[src/rtl/mips_mc_ctrl_pkg.sv]
// Shared definitions for the multi-cycle MIPS controller: opcodes, funct
// codes, ALU operation codes, mux encodings, state encoding and the
// per-state control word decoder.
package mips_ctrl_pkg;

    // Instruction opcodes (instr[31:26])
    localparam logic [5:0] OP_RTYPE = 6'b000000;
    localparam logic [5:0] OP_LW    = 6'b100011;
    localparam logic [5:0] OP_SW    = 6'b101011;
    localparam logic [5:0] OP_BEQ   = 6'b000100;
    localparam logic [5:0] OP_J     = 6'b000010;
    localparam logic [5:0] OP_ADDI  = 6'b001000;

    // R-type funct codes (instr[5:0])
    localparam logic [5:0] FN_ADD = 6'b100000;
    localparam logic [5:0] FN_SUB = 6'b100010;
    localparam logic [5:0] FN_AND = 6'b100100;
    localparam logic [5:0] FN_OR  = 6'b100101;
    localparam logic [5:0] FN_NOR = 6'b100111;
    localparam logic [5:0] FN_SLT = 6'b101010;

    // ALU operation codes
    localparam logic [3:0] ALU_AND = 4'b0000;
    localparam logic [3:0] ALU_OR  = 4'b0001;
    localparam logic [3:0] ALU_ADD = 4'b0010;
    localparam logic [3:0] ALU_SUB = 4'b0110;
    localparam logic [3:0] ALU_SLT = 4'b0111;
    localparam logic [3:0] ALU_NOR = 4'b1100;
    localparam logic [3:0] ALU_EQ  = 4'b0101;

    // ALU B-operand source select
    localparam logic [1:0] SRCB_REG    = 2'b00;
    localparam logic [1:0] SRCB_FOUR   = 2'b01;
    localparam logic [1:0] SRCB_IMM    = 2'b10;
    localparam logic [1:0] SRCB_IMM_SH = 2'b11;

    // PC source select
    localparam logic [1:0] PC_ALU    = 2'b00;
    localparam logic [1:0] PC_ALUOUT = 2'b01;
    localparam logic [1:0] PC_JUMP   = 2'b10;

    typedef enum logic [3:0] {
        S_IDLE      = 4'd0,
        S_FETCH     = 4'd1,
        S_DECODE    = 4'd2,
        S_MEM_ADDR  = 4'd3,
        S_MEM_READ  = 4'd4,
        S_MEM_WB    = 4'd5,
        S_MEM_WRITE = 4'd6,
        S_EXECUTE   = 4'd7,
        S_ALU_WB    = 4'd8,
        S_BRANCH    = 4'd9,
        S_JUMP      = 4'd10,
        S_ADDI_EXEC = 4'd11,
        S_ADDI_WB   = 4'd12,
        S_TRAP      = 4'd13
    } state_t;

    // Registered control word; jump_pc is the unconditional part of pc_write
    typedef struct packed {
        logic       jump_pc;
        logic [1:0] pc_src;
        logic       mem_read;
        logic       mem_write;
        logic       iord;
        logic       reg_write;
        logic       reg_dst;
        logic       mem_to_reg;
        logic       slt_sel;
        logic       alu_src_a;
        logic [1:0] alu_src_b;
        logic [3:0] alu_op;
        logic       trap;
    } ctrl_t;

    // Moore control word for a state; exec_op is the R-type ALU operation
    function automatic ctrl_t ctrl_for_state(input state_t s, input logic [3:0] exec_op);
        ctrl_t c;
        c = '0;
        case (s)
            S_IDLE: begin
                c = '0;
            end
            S_FETCH: begin
                c.mem_read  = 1'b1;
                c.alu_src_b = SRCB_FOUR;
                c.alu_op    = ALU_ADD;
            end
            S_DECODE: begin
                c.alu_src_b = SRCB_IMM_SH;
                c.alu_op    = ALU_ADD;
            end
            S_MEM_ADDR, S_ADDI_EXEC: begin
                c.alu_src_a = 1'b1;
                c.alu_src_b = SRCB_IMM;
                c.alu_op    = ALU_ADD;
            end
            S_MEM_READ: begin
                c.mem_read = 1'b1;
                c.iord     = 1'b1;
            end
            S_MEM_WB: begin
                c.reg_write  = 1'b1;
                c.mem_to_reg = 1'b1;
            end
            S_MEM_WRITE: begin
                c.mem_write = 1'b1;
                c.iord      = 1'b1;
            end
            S_EXECUTE: begin
                c.alu_src_a = 1'b1;
                c.alu_src_b = SRCB_REG;
                c.alu_op    = exec_op;
            end
            S_ALU_WB: begin
                c.alu_src_a = 1'b1;
                c.alu_src_b = SRCB_REG;
                c.alu_op    = exec_op;
                c.reg_write = 1'b1;
                c.reg_dst   = 1'b1;
                c.slt_sel   = (exec_op == ALU_SLT);
            end
            S_BRANCH: begin
                c.alu_src_a = 1'b1;
                c.alu_src_b = SRCB_REG;
                c.alu_op    = ALU_EQ;
                c.pc_src    = PC_ALUOUT;
            end
            S_JUMP: begin
                c.pc_src  = PC_JUMP;
                c.jump_pc = 1'b1;
            end
            S_ADDI_WB: begin
                c.alu_src_a = 1'b1;
                c.alu_src_b = SRCB_IMM;
                c.alu_op    = ALU_ADD;
                c.reg_write = 1'b1;
            end
            S_TRAP: begin
                c.trap = 1'b1;
            end
            default: begin
                c = '0;
            end
        endcase
        return c;
    endfunction

endpackage

[src/rtl/mips_mc_ctrl_if.sv]
// Controller <-> datapath/memory bundle. The slave modport is the
// controller's view; the master modport is the datapath side.
interface mips_mc_ctrl_if #(parameter int CNT_W = 32);
    logic [5:0]       opcode;
    logic [5:0]       funct;
    logic             zero;
    logic             mem_ready;
    logic             pc_write;
    logic [1:0]       pc_src;
    logic             ir_write;
    logic             mem_read;
    logic             mem_write;
    logic             iord;
    logic             reg_write;
    logic             reg_dst;
    logic             mem_to_reg;
    logic             slt_sel;
    logic             alu_src_a;
    logic [1:0]       alu_src_b;
    logic [3:0]       alu_op;
    logic             trap;
    logic [CNT_W-1:0] retired;
    logic [3:0]       state;

    modport master (
        output opcode, funct, zero, mem_ready,
        input  pc_write, pc_src, ir_write, mem_read, mem_write, iord,
               reg_write, reg_dst, mem_to_reg, slt_sel, alu_src_a,
               alu_src_b, alu_op, trap, retired, state
    );

    modport slave (
        input  opcode, funct, zero, mem_ready,
        output pc_write, pc_src, ir_write, mem_read, mem_write, iord,
               reg_write, reg_dst, mem_to_reg, slt_sel, alu_src_a,
               alu_src_b, alu_op, trap, retired, state
    );
endinterface

[src/rtl/mips_mc_ctrl_alu_decoder.sv]
// R-type funct to ALU operation decoder, with an illegal-funct flag.
module mips_alu_decoder
    import mips_ctrl_pkg::*;
(
    input  logic [5:0] funct,
    output logic [3:0] alu_op,
    output logic       illegal
);

    // Map funct to ALU op; unknown codes flag illegal and select AND
    always_comb begin
        alu_op  = ALU_AND;
        illegal = 1'b0;
        case (funct)
            FN_ADD:  alu_op = ALU_ADD;
            FN_SUB:  alu_op = ALU_SUB;
            FN_AND:  alu_op = ALU_AND;
            FN_OR:   alu_op = ALU_OR;
            FN_NOR:  alu_op = ALU_NOR;
            FN_SLT:  alu_op = ALU_SLT;
            default: begin
                alu_op  = ALU_AND;
                illegal = 1'b1;
            end
        endcase
    end

endmodule

[src/rtl/mips_mc_ctrl.sv]
// Multi-cycle MIPS control unit (lw, sw, beq, j, addi, R-type ALU ops).
// Optional feature macro: MIPS_MEM_HANDSHAKE_EN -- when defined, FETCH,
// MEM_READ and MEM_WRITE stall on mem_ready; otherwise mem_ready is ignored.
module mips_mc_ctrl
    import mips_ctrl_pkg::*;
#(
    parameter int CNT_W = 32
)(
    input  logic             clk,
    input  logic             rst,
    mips_mc_ctrl_if.slave    bus
);

    state_t           state_r;
    state_t           next_s;
    ctrl_t            ctrl_r;
    logic [CNT_W-1:0] retired_r;
    logic             ready_s;
    logic             retire_s;
    logic [3:0]       dec_op_s;
    logic             fn_illegal_s;
    logic [3:0]       exec_op_s;

`ifdef MIPS_MEM_HANDSHAKE_EN
    assign ready_s = bus.mem_ready;
`else
    logic unused_mem_ready_s;
    assign unused_mem_ready_s = bus.mem_ready;
    assign ready_s = 1'b1;
`endif

    mips_alu_decoder u_alu_dec (
        .funct   (bus.funct),
        .alu_op  (dec_op_s),
        .illegal (fn_illegal_s)
    );

    // Next-state selection; each input is looked at only in its own state
    always_comb begin
        next_s = state_r;
        case (state_r)
            S_IDLE:   next_s = S_FETCH;
            S_FETCH: begin
                if (ready_s) next_s = S_DECODE;
                else         next_s = S_FETCH;
            end
            S_DECODE: begin
                case (bus.opcode)
                    OP_RTYPE:     next_s = S_EXECUTE;
                    OP_LW, OP_SW: next_s = S_MEM_ADDR;
                    OP_BEQ:       next_s = S_BRANCH;
                    OP_J:         next_s = S_JUMP;
                    OP_ADDI:      next_s = S_ADDI_EXEC;
                    default:      next_s = S_TRAP;
                endcase
            end
            S_MEM_ADDR: begin
                if (bus.opcode == OP_LW) next_s = S_MEM_READ;
                else                     next_s = S_MEM_WRITE;
            end
            S_MEM_READ: begin
                if (ready_s) next_s = S_MEM_WB;
                else         next_s = S_MEM_READ;
            end
            S_MEM_WRITE: begin
                if (ready_s) next_s = S_FETCH;
                else         next_s = S_MEM_WRITE;
            end
            S_EXECUTE: begin
                if (fn_illegal_s) next_s = S_TRAP;
                else              next_s = S_ALU_WB;
            end
            S_ADDI_EXEC: next_s = S_ADDI_WB;
            S_MEM_WB, S_ALU_WB, S_BRANCH, S_JUMP, S_ADDI_WB: next_s = S_FETCH;
            S_TRAP:  next_s = S_TRAP;
            default: next_s = S_IDLE;
        endcase
    end

    // Retire on completion edges into FETCH; pick the R-type ALU op to register
    always_comb begin
        retire_s = 1'b0;
        if (next_s == S_FETCH) begin
            case (state_r)
                S_MEM_WB, S_MEM_WRITE, S_ALU_WB,
                S_BRANCH, S_JUMP, S_ADDI_WB: retire_s = 1'b1;
                default:                     retire_s = 1'b0;
            endcase
        end else begin
            retire_s = 1'b0;
        end
        // ALU_WB keeps the operation chosen on entry to EXECUTE
        if (next_s == S_EXECUTE) exec_op_s = dec_op_s;
        else                     exec_op_s = ctrl_r.alu_op;
    end

    // State, registered Moore control word and retired-instruction counter
    always_ff @(posedge clk or posedge rst) begin
        if (rst) begin
            state_r   <= S_IDLE;
            ctrl_r    <= '0;
            retired_r <= '0;
        end else begin
            state_r <= next_s;
            ctrl_r  <= ctrl_for_state(next_s, exec_op_s);
            if (retire_s) retired_r <= retired_r + {{(CNT_W-1){1'b0}}, 1'b1};
            else          retired_r <= retired_r;
        end
    end

    // Only the memory-completion strobes in FETCH and the branch decision
    // depend on live inputs; everything else comes straight from registers
    assign bus.ir_write   = (state_r == S_FETCH) & ready_s;
    assign bus.pc_write   = ((state_r == S_FETCH) & ready_s)
                          | ((state_r == S_BRANCH) & bus.zero)
                          | ctrl_r.jump_pc;
    assign bus.pc_src     = ctrl_r.pc_src;
    assign bus.mem_read   = ctrl_r.mem_read;
    assign bus.mem_write  = ctrl_r.mem_write;
    assign bus.iord       = ctrl_r.iord;
    assign bus.reg_write  = ctrl_r.reg_write;
    assign bus.reg_dst    = ctrl_r.reg_dst;
    assign bus.mem_to_reg = ctrl_r.mem_to_reg;
    assign bus.slt_sel    = ctrl_r.slt_sel;
    assign bus.alu_src_a  = ctrl_r.alu_src_a;
    assign bus.alu_src_b  = ctrl_r.alu_src_b;
    assign bus.alu_op     = ctrl_r.alu_op;
    assign bus.trap       = ctrl_r.trap;
    assign bus.retired    = retired_r;
    assign bus.state      = state_r;

endmodule
[src/flat_wrapper.sv]
// flat-port wrapper written by rule: the top's interface ports become plain ports
module mips_mc_ctrl_flat import mips_ctrl_pkg::*;
#(
    parameter int CNT_W = 32
)
  (clk, rst, bus_opcode, bus_funct, bus_zero, bus_mem_ready, bus_pc_write, bus_pc_src, bus_ir_write, bus_mem_read, bus_mem_write, bus_iord, bus_reg_write, bus_reg_dst, bus_mem_to_reg, bus_slt_sel, bus_alu_src_a, bus_alu_src_b, bus_alu_op, bus_trap, bus_retired, bus_state);
  mips_mc_ctrl_if #(.CNT_W(CNT_W)) bus_i ();
  input  logic clk;
  input  logic rst;
  input wire logic [$bits(bus_i.opcode)-1:0] bus_opcode;
  input wire logic [$bits(bus_i.funct)-1:0] bus_funct;
  input wire logic [$bits(bus_i.zero)-1:0] bus_zero;
  input wire logic [$bits(bus_i.mem_ready)-1:0] bus_mem_ready;
  output wire logic [$bits(bus_i.pc_write)-1:0] bus_pc_write;
  output wire logic [$bits(bus_i.pc_src)-1:0] bus_pc_src;
  output wire logic [$bits(bus_i.ir_write)-1:0] bus_ir_write;
  output wire logic [$bits(bus_i.mem_read)-1:0] bus_mem_read;
  output wire logic [$bits(bus_i.mem_write)-1:0] bus_mem_write;
  output wire logic [$bits(bus_i.iord)-1:0] bus_iord;
  output wire logic [$bits(bus_i.reg_write)-1:0] bus_reg_write;
  output wire logic [$bits(bus_i.reg_dst)-1:0] bus_reg_dst;
  output wire logic [$bits(bus_i.mem_to_reg)-1:0] bus_mem_to_reg;
  output wire logic [$bits(bus_i.slt_sel)-1:0] bus_slt_sel;
  output wire logic [$bits(bus_i.alu_src_a)-1:0] bus_alu_src_a;
  output wire logic [$bits(bus_i.alu_src_b)-1:0] bus_alu_src_b;
  output wire logic [$bits(bus_i.alu_op)-1:0] bus_alu_op;
  output wire logic [$bits(bus_i.trap)-1:0] bus_trap;
  output wire logic [$bits(bus_i.retired)-1:0] bus_retired;
  output wire logic [$bits(bus_i.state)-1:0] bus_state;
  assign bus_i.opcode = bus_opcode;
  assign bus_i.funct = bus_funct;
  assign bus_i.zero = bus_zero;
  assign bus_i.mem_ready = bus_mem_ready;
  assign bus_pc_write = bus_i.pc_write;
  assign bus_pc_src = bus_i.pc_src;
  assign bus_ir_write = bus_i.ir_write;
  assign bus_mem_read = bus_i.mem_read;
  assign bus_mem_write = bus_i.mem_write;
  assign bus_iord = bus_i.iord;
  assign bus_reg_write = bus_i.reg_write;
  assign bus_reg_dst = bus_i.reg_dst;
  assign bus_mem_to_reg = bus_i.mem_to_reg;
  assign bus_slt_sel = bus_i.slt_sel;
  assign bus_alu_src_a = bus_i.alu_src_a;
  assign bus_alu_src_b = bus_i.alu_src_b;
  assign bus_alu_op = bus_i.alu_op;
  assign bus_trap = bus_i.trap;
  assign bus_retired = bus_i.retired;
  assign bus_state = bus_i.state;
  mips_mc_ctrl #(.CNT_W(CNT_W)) u_core (.clk(clk), .rst(rst), .bus(bus_i));
endmodule
[config.mk]
export PLATFORM = sky130hd
export DESIGN_NAME = mips_mc_ctrl_flat
export DESIGN_NICKNAME = d
export VERILOG_FILES = /design/src/rtl/mips_mc_ctrl_pkg.sv /design/src/rtl/mips_mc_ctrl_if.sv /design/src/rtl/mips_mc_ctrl_alu_decoder.sv /design/src/rtl/mips_mc_ctrl.sv /design/src/flat_wrapper.sv
export SDC_FILE = /design/constraint.sdc
export NUM_CORES = 1
export LEC_CHECK = 0
export ABC_CLOCK_PERIOD_IN_PS = 2900
export CAP_MARGIN = 25
export CORE_ASPECT_RATIO = 2
export CORE_MARGIN = 5
export CORE_UTILIZATION = 25
export CTS_BUF_LIST = sky130_fd_sc_hd__clkbuf_16
export CTS_CLUSTER_DIAMETER = 60
export DETAILED_ROUTE_END_ITERATION = 8
export HOLD_SLACK_MARGIN = 0.15
export SETUP_SLACK_MARGIN = 0.05
export SLEW_MARGIN = 10
export SYNTH_ARGS = -nofsm -noshare
export SYNTH_HDL_FRONTEND = slang
export SYNTH_SLANG_ARGS = --single-unit
[constraint.sdc]
create_clock -name clk -period 2.9 [get_ports clk]
set_input_delay 0.725 -clock clk [delete_from_list [all_inputs] [get_ports clk]]
set_output_delay 0.725 -clock clk [all_outputs]
set_load 0.02 [all_outputs]
==> flow_metrics.env, run 1 <==
export IMPL_seqCellArea_um2=1350
export IMPL_wl_um=6520
export IMPL_layout_common_cells="clkdlybuf4s50_1 (68), dfrtp_1 (54), xnor2_1 (26), nand2_1 (22), nand3_1 (19)"
export IMPL_power_share_combinational_pct=46.9
export IMPL_setup_tns_final_ps=0
export IMPL_p_sw_mw=1.19
export IMPL_cts_buffers=5
export IMPL_cp_slowest_stage_delay_ps=680
export IMPL_final_common_cell="clkdlybuf4s50_1"
export IMPL_critPathMaxFanout=13
export IMPL_ys_seq_area_share_pct=49.9
export IMPL_io_pin_count=71
export IMPL_synth_compound_area_share_pct=11.2
export IMPL_crit_required_ps=2170
export IMPL_drtAntennaViolNets=0
export IMPL_whs_path_depth=1
export IMPL_cts_hold_repair_buffers=0
export IMPL_worstSetupEndpointType="output port"
export IMPL_synthMuxAreaShare_pct=0.416
export IMPL_synthXorXnorAreaFrac_pct=11.0
export IMPL_clock_root_buffer="clkbuf_16"
export IMPL_clock_path_buffers=2
export IMPL_p_leak_nw=1.56
export IMPL_area_growth_synth_to_final_pct=37.3
export IMPL_clk_latency_ps=290
export IMPL_grt_pass1_wl_um=11100
export IMPL_diodes=0
export IMPL_grtUsageTotal_pct=10.4
export IMPL_ff2ff_path_depth=8
export IMPL_grt_max_degree=31
export IMPL_initial_utilization_pct=25.7
export IMPL_synth_top_family_by_area="simple AND/OR/NAND/NOR gates"
export IMPL_htree_num_levels=2
export IMPL_final_core_util_pct=35.3
export IMPL_drv_cap=0
export IMPL_num_rows=53
export IMPL_syn_area_per_cell_um2=10.5
export IMPL_cts_tree="done"
export IMPL_die_h_um=157
export IMPL_largest_reg_flops=32
export IMPL_path_cells="inv_2, nand2_1, nor3_1, clkdlybuf4s50_1"
export IMPL_drt_iter0_drc=48
export IMPL_drv_slew=0
export IMPL_critPathSlowestCell="clkdlybuf4s50_1"
export IMPL_yosysWarnings=0
export IMPL_cts_sinks=54
export IMPL_fin_nets=350
export IMPL_report_final_setup_viol=0
export IMPL_synthArstFlopShare_pct=100
export IMPL_slew_headroom_pct=62.8
export IMPL_synth_cells=259
export IMPL_syn_cell_area_um2=2710
export IMPL_viasPerCell=4.50
export IMPL_port_buffers=69
export IMPL_p_total_mw=3.05
export IMPL_synth_edf_count=0
export IMPL_seq_power_share_pct=34.2
export IMPL_synth_top_cells_by_area="dfrtp_1 (50%), xnor2_1 (8.4%), nand3_1 (3.5%)"
export IMPL_p_int_mw=1.86
export IMPL_die_x_um=83.6
export IMPL_drive_above_1_share_pct=10.2
export IMPL_drt_wirelength_per_cell_um=13.8
export IMPL_synth_top_area_cell="dfrtp_1"
export IMPL_period_needed_ps=2720
export IMPL_cts_setup_buffers=0
export IMPL_crit_arrival_ps=1990
export IMPL_cts_resized=1
export IMPL_synth_cell_types=52
export IMPL_path_clk_slew_ps=70
export IMPL_pwr_share_clk_pct=18.9
export IMPL_antenna_found_initial=0
export IMPL_finalCritPeriodShare_pct=93.6
export IMPL_fillers=1055
export IMPL_synthFlopType="dfrtp_1"
export IMPL_fp_dieArea_um2=13100
export IMPL_hp_class="reg -> reg"
export IMPL_first_pass_iters=4
export IMPL_synth_fa_ha_area_share_pct=0.462
export IMPL_rsz0062_at_grt="false"
export IMPL_num_vias=2118
export IMPL_hpwl_um=5340
export IMPL_max_freq_mhz=368
export IMPL_drt_drc_violations_left=0
export IMPL_finalHoldViolCount=0
export IMPL_skew_ps=7.51
export IMPL_syn_num_nets=276
export IMPL_core_area_um2=10500
export IMPL_synth_top_area_share_pct=49.9
export IMPL_tightestPinTransition_ps=557
export IMPL_place_congestion=0.853
export IMPL_crit_path_start_kind="flip-flop"
export IMPL_gr_total_overflow=0
export IMPL_p_sw_share_pct=38.9
export IMPL_ys_seq_elements=54
export IMPL_p_per_area_nw_per_um2=821
export IMPL_irDropWorstVdd_mv=0.247
export IMPL_critPathKind="reg -> out"
export IMPL_synth_simple_gate_area_share_pct=22.1
export IMPL_multi_input_comb_area_um2=1220
export IMPL_grt_pass1_vias=2234
export IMPL_status="finished clean"
Yosys cell counts, drive strengths merged, types with 2 or more instances:
master / n
nand4: 9
nor2: 19
xnor2: 26
nand2: 23
o21bai: 2
nand2b: 4
nand3: 20
nor3: 6
a2111oi: 2
o21a: 2
nor4: 2
xor2: 8
or4b: 2
inv: 13
a21o: 2
a32oi: 2
o31ai: 3
buf: 12
or3: 2
a21oi: 6
o21ai: 7
and2: 6
and3: 6
nor2b: 4
dfrtp: 54
and4: 2
final timing paths:
check	from	end	slack [ps]
min reg2reg	u_core.bus.retired[31]	u_core.bus.retired[31]	480
max reg2reg	u_core.bus.state[3]	u_core.bus.slt_sel	480
min	u_core.bus.retired[31]	u_core.bus.retired[31]	480
min in group asynchronous	rst	u_core.bus.retired[25]	810
max	u_core.bus.state[1]	bus_ir_write	180
max in group asynchronous	rst	u_core.bus.retired[8]	1540
metrics by stage:
stage	setup slack [ps]	instances	area (um^2)	hold WS, ps
2_1_floorplan	599	259	2710	481
3_3_place_gp	-42.1	463	3570	460
3_5_place_dp	-5.44	463	3570	470
4_1_cts	98.8	471	3720	484
5_1_grt	58.2	471	3720	495
6_report	184	471	3720	479
cells by family after synthesis:
family | after synthesis
fa+ha+maj | 1
mux | 1
buf+inv | 25
compound gates | 36
flops | 54
xor+xnor | 34
simple gates | 108
area by class of cell:
type                            count  share of cell area [%]
Sequential cell                    54                    36.4
Multi-Input combinational cell    180                    32.9
Timing Repair Buffer               79                    20.9
Tap cell                          137                    4.61
Clock buffer                        5                    3.37
Inverter                           13                    1.31
Clock inverter                      3                   0.572
power groups by stage:
stage          registers (mW)  clock network, mW  logic [mW]
2_1_floorplan            1.12                  0       0.819
3_3_place_gp             1.06                  0        1.45
3_5_place_dp             1.06                  0        1.46
4_1_cts                  1.05              0.607        1.46
5_1_grt                  1.07              0.639        1.55
6_report                 1.04              0.578        1.43
per-layer routing:
layer / wire [um] / global-route usage, %
met5: 0 / 0
met2: 3650 / 20.4
met1: 2450 / 10.8
met3: 336 / 1.94
met4: 82 / 3.68
worst max-delay path: cells and delay by family, from the launching register on:
kind	cells	cell delay, ps
buffers and inverters	2	830
flip-flops	1	520
AND/OR/NAND/NOR	2	360
Power figures use the tool's default switching activity.
==> run 2: changes to the inputs <==
CTS_CLUSTER_SIZE = 24   (was default)
==> results of run 2 <==
Same layout as run 1: the final DEF is identical, and so are final timing and power.
